File: src/rtl/countdown_timer.sv
// Loadable down-counter with IDLE/RUN/DONE sequencing, one-cycle expiry pulse
// and optional periodic auto-reload from the captured load value.
//
// state | meaning
// ------+--------------------------------------------------------------
// IDLE  | counter parked; q holds load/reload value until start
// RUN   | counting down on c_down ticks; periodic mode reloads at expiry
// DONE  | count reached zero (or zero was started); q holds 0 / last value
module countdown_timer #(
    parameter int                 width      = 8,
    parameter logic [width-1:0]   init_value = 8'hff
) (
    input  logic             clk,
    input  logic             rst_b,
    input  logic             load,
    input  logic [width-1:0] load_value,
    input  logic             start,
    input  logic             c_down,
    input  logic             clear,
    input  logic             periodic,
    output logic [width-1:0] q,
    output logic             busy,
    output logic             done,
    output logic             expired
);

    typedef enum logic [1:0] {
        IDLE = 2'd0,
        RUN  = 2'd1,
        DONE = 2'd2
    } state_t;

    localparam logic [width-1:0] ONE  = width'(1);
    localparam logic [width-1:0] ZERO = '0;

    state_t           state;
    logic [width-1:0] reload;

    // Strict priority chain: only the highest active command takes effect,
    // so a start held while running also masks that cycle's tick.
    always_ff @(posedge clk) begin
        if (!rst_b) begin
            q      <= init_value;
            reload <= init_value;
            state  <= IDLE;
            done   <= 1'b0;
        end else begin
            done <= 1'b0;
            if (clear) begin
                q     <= reload;
                state <= IDLE;
            end else if (load) begin
                reload <= load_value;
                q      <= load_value;
                state  <= IDLE;
            end else if (start) begin
                case (state)
                    IDLE: begin
                        if (q != ZERO) begin
                            state <= RUN;
                        end else begin
                            state <= DONE;
                            done  <= 1'b1;
                        end
                    end
                    DONE: begin
                        if (reload != ZERO) begin
                            q     <= reload;
                            state <= RUN;
                        end else begin
                            done <= 1'b1;
                        end
                    end
                    default: ;
                endcase
            end else if (c_down && state == RUN) begin
                if (q != ONE) begin
                    q <= q - ONE;
                end else if (periodic && reload != ZERO) begin
                    // q never shows zero in periodic mode
                    q    <= reload;
                    done <= 1'b1;
                end else begin
                    q     <= ZERO;
                    state <= DONE;
                    done  <= 1'b1;
                end
            end
        end
    end

    assign busy    = (state == RUN);
    assign expired = (state == DONE);

endmodule

File: config.mk
export PLATFORM = sky130hd
export DESIGN_NAME = countdown_timer
export DESIGN_NICKNAME = d
export VERILOG_FILES = /design/src/rtl/countdown_timer.sv
export SDC_FILE = /design/constraint.sdc
export NUM_CORES = 1
export LEC_CHECK = 0
export ABC_AREA = 1
export ABC_CLOCK_PERIOD_IN_PS = 3090
export CORE_ASPECT_RATIO = 0.7
export CORE_MARGIN = 1
export CORE_UTILIZATION = 30
export CTS_CLUSTER_SIZE = 24
export DETAILED_ROUTE_END_ITERATION = 10
export PLACE_DENSITY = 0.53
export SETUP_SLACK_MARGIN = 0.05
export SYNTH_ARGS = -nofsm -noshare
export SYNTH_HDL_FRONTEND = slang
export SYNTH_SLANG_ARGS = --single-unit
File: constraint.sdc
create_clock -name clk -period 3.09 [get_ports clk]
set_clock_uncertainty 0.05 [all_clocks]
set_input_delay 0.618 -clock clk [delete_from_list [all_inputs] [get_ports clk]]
set_output_delay 0.618 -clock clk [all_outputs]
set_load 0.01 [all_outputs]
Word-level counts from Yosys, hierarchy flattened
Cells that the tools add are included.
{ "op_classes": {"addsub": 1, "mul": 0, "div_mod_pow": 0, "n_lt_le_gt_ge": 0, "eq_ne": 9, "shifts": 0, "n_mux": 21, "bitwise": 2, "reduce_logical": 11} }
{ "op_table": {"columns": ["operator", "count"], "rows": [
  ["two-way mux 8 bit", 8],
  ["nonzero test 8 bit", 2],
  ["two-way mux 2 bit", 6],
  ["inequality test 4 x 2 -> 1 bit (second input constant)", 2],
  ["inequality test 8 x 1 -> 1 bit (second input constant)", 1],
  ["subtractor 8 x 1 -> 8 bit (second input constant)", 1],
  ["two-way mux 1 bit", 5],
  ["AND reduction 5 bit", 1],
  ["inequality test 2 bit (second input constant)", 2],
  ["one-hot mux 2 bit (2 select lines)", 1],
  ["nonzero test 4 bit", 1],
  ["inequality test 3 x 1 -> 1 bit (second input constant)", 1],
  ["inequality test 3 x 2 -> 1 bit (second input constant)", 1],
  ["AND reduction 3 bit", 1],
  ["OR reduction 3 bit", 1],
  ["equality test 2 x 1 -> 1 bit (second input constant)", 1],
  ["equality test 2 bit (second input constant)", 1],
  ["logical AND 1 bit", 2],
  ["zero test 2 bit", 1],
  ["NOT 1 bit", 2],
  ["one-hot mux 1 bit (2 select lines)", 1],
  ["AND reduction 2 bit", 1],
  ["nonzero test 2 bit", 1]
]} }
{ "word_totals": {"ff_bits": 19, "latchBits": 0, "ramBits": 0, "mem_bits_ro": 0, "word_cells": 48, "mem_count": 0} }

Logic depth before layout (Yosys ltp)
{ "depth": {"word_depth": 8, "mapped_depth": 12, "ltp_nobuf": 12} }

Worst setup path after synthesis
OpenSTA, ideal clock, no wires.
{ "synth_timing": {"path_type": "input to register", "start": "in load", "end": "reg reload[0]", "arrival_ns": 1.378, "path_slack_ns": 1.525, "cell_stages": 5, "n_path_buf": 2, "cell_sequence": "buf_2 > inv_2 > nor2_2 > buf_2 > o211ai_1"} }
{ "synth_via": {"elab_chain_len": 1} }
{ "synth_rtl": {"columns": ["element", "line", "source"], "rows": [
  ["start: declaration", "15", "input logic load,"],
  ["AND reduction 2 bit (no line)", null, null],
  ["end signal: assignment", "44", "reload <= init_value;"],
  ["end signal: assignment", "53", "reload <= load_value;"],
  ["end: declaration", "37", "logic [width-1:0] reload;"]
]} }
Every way passes these cells.
A chain may end at the register's enable or synchronous reset.

Worst setup path after layout
{ "layout_timing": {"start": "reg state[1]", "end": "out expired"} }
{ "layout_via": {"elab_chain_len": 1} }
{ "layout_rtl": {"columns": ["element", "line", "source"], "rows": [
  ["start: declaration", "36", "state_t state;"],
  ["start signal: assignment", "45", "state <= IDLE;"],
  ["start signal: assignment", "51", "state <= IDLE;"],
  ["start signal: assignment", "55", "state <= IDLE;"],
  ["equality test 2 bit", "93", "assign expired = (state == DONE);"],
  ["end: declaration", "24", "output logic expired"]
]} }
Every way passes these cells.

==> results by group <==
Clock network
  • Worst skew pair latency: 260 ps
  • CTS tree: yes
  • # Post-CTS Setup Buffers: 0
  • Post-cts hold buffer count: 0
  • Htree depth: 1
  • CTS resizes: 0
  • Clk root buf: clkbuf_8
  • Clock buffer depth: 2
  • Num CTS Buffers: 3
  • Clock sink total: 19
  • Clock-pin slew on the worst setup and hold paths: 70 ps

Global routing
  • All-Layer GR Usage: 15.5%
  • Vias in the first global route: 1198
  • Largest net degree at the start of global routing: 17
  • GRT overflow: 0
  • First-pass GRT wire length: 5.51 mm
  • Initial antenna violation count: 0

Critical path
  • R2R Path Start: reload[1]
  • Launch point of the worst path: state[1]
  • CP required: 2420 ps
  • Kind of critical path: flop to output pin
  • CP endpoint kind: output pin
  • WP data arrival: 1500 ps
  • Crit Path Max Fanout: 4
  • CP startpoint kind: flop

STA
  • RSZ-0062 raised after global routing: false
  • Final period util: 70.3%
  • Slew of the pin with the lowest slew margin: 429 ps
  • Endpoints failing setup: 0
  • FMAX: 0.460 GHz
  • Final WS setup: 918 ps
  • Max-slew violation count: 0
  • Setup TNS: 0 ps
  • Minimum clock period: 2170 ps
  • Slew margin rel.: 71.3%
  • Fin. Hold Viols: 0

Synthesis
  • Sequential share of the synthesized area: 28.7%
  • Syn. warnings: 0
  • Area leader, netlist: dfxtp_1
  • Yosys top cell area share: 28.7%
  • Syn Inst Count: 202
  • #FFs+latches synth: 19
  • Post-Syn Nets: 220
  • Leading post-synthesis cells by cell area: dfxtp_1 29%, nand2_1 14%, nand3_1 12%, inv_1 7.1%, o211ai_1 5.1%
  • Synth Area per Inst: 6.56 sq um
  • Cell area after synthesis: 1330 sq um
  • Unique cell type count in the Yosys netlist: 28

Drt
  • DR iter-0 viols: 64
  • Antenna-violating nets left: 0
  • Drt wl/cell: 12.3 microns
  • Vias: 1327
  • Routed WL: 3.44 mm
  • DRC: 0
  • Via density: 4.76
  • DRT Pass-1 Iters: 4

Place
  • Placed Cells incl. Taps: 275
  • Detailed Place HPWL: 2.70 mm
  • Pre-CTS WS: 685 ps
  • RePlAce Congestion: 0.751
  • IO Port Bufs: 25

Job
  • Max_cap viols: 0

Power
  • VDD IR max: 0.000168 V
  • Cell Pwr Density: 360 nW/um^2
  • Total chip power: 600 uW
  • Leak: 0.808 nW

Layout
  • Area Overhead vs Synth: 25.7%
  • Fin util: 41.0%
  • Share of layout cells above drive strength 1: 12.3%
  • Fillcell total: 458
  • Commonest cells after routing, fill and taps aside: 50 x nand2_1, 31 x nand3_1, 25 x inv_1, 25 x clkdlybuf4s50_1, 19 x dfxtp_1
  • Ant diodes: 0
  • Most common cell after layout, fill and taps aside: nand2_1
  • Non-Filler Instances: 279
  • Nets: 246

Floorplanning
  • Starting Density: 32.6%
  • IO Pins: 26
  • Die width: 81.4 microns
  • Row count: 19
  • DIE HEIGHT: 57.6 microns
  • Core Area: 4070 sq um
  • Die area: 4690 sq um

Hold path
  • Min-delay src: reload[6]
  • Hold crit path type: flop to flop

Outcome
  • Outcome: completed
## area by class of cell
type                       instances  area (sq um)  area share (%)
clock buffer                       4          45.0            2.70
inverter                          35           131            7.89
multi-input combinational        142           778            46.7
sequential                        19           380            22.8
tap                               52          65.1            3.91
timing repair buffer              27           265            15.9
## metrics by stage
step                hold WS (ps)  instance area, sq um
floorplan                    437                  1330
global placement             462                  1620
detailed placement           460                  1620
CTS                          470                  1670
global route                 494                  1670
finish                       467                  1670
## cells in the mapped netlist (all sizes together)
| cell | n |
|---|---|
| clkinv | 1 |
| nor3 | 1 |
| o21ai | 11 |
| o31ai | 1 |
| nand3 | 32 |
| buf | 5 |
| inv | 34 |
| nor3b | 1 |
| clkbuf | 1 |
| o211ai | 9 |
| nand2 | 54 |
| nand4 | 4 |
| xor2 | 4 |
| ha | 3 |
| dfxtp | 19 |
| nor2 | 13 |
| a21oi | 9 |
## worst paths after layout
check,to,slack [ps],depth (start not counted)
max,expired,920,3
min,reload[6],470,2
min reg2reg,reload[6],470,2
max reg2reg,q[0],1380,9
## layer usage
layer	track usage (%)	share of wire [%]	vias up
met4	2.30	0.29	0
li1	-	-	709
met3	3.52	4.3	2
met5	0	0	-
met2	24.3	43	22
met1	21.9	52	594
## registers in the layout (all words and copies together) (netlist names)
signal	cells
q	8
reload	8
state	2
done	1
## kinds of logic (layout without fill, tap and decap cells)
kind of cell             Yosys count  in the layout  synth area share, %
flip-flops                        19             19                 28.7
buffers and inverters             41             66                 12.6
AO/OA/AOI/OAI                     30             30                 13.5
adder cells (fa/ha/maj)            3              3                 2.83
AND/OR/NAND/NOR                  105            105                 39.8
XOR/XNOR                           4              4                 2.64
## where the power goes
part / switching, mW / leakage, nW / internal [mW] / total [mW]
clock: 0.0880 / 0.0228 / 0.0919 / 0.180
sequential: 0.0154 / 0.157 / 0.261 / 0.276
combinational: 0.0793 / 0.629 / 0.0645 / 0.144
## critical path: stages (launching register included)
cell             delay, ps
dfxtp_1                380
inv_1                   50
nor2_1                 230
clkdlybuf4s50_1        590
Note: power is estimated with default switching activity, not from simulation.
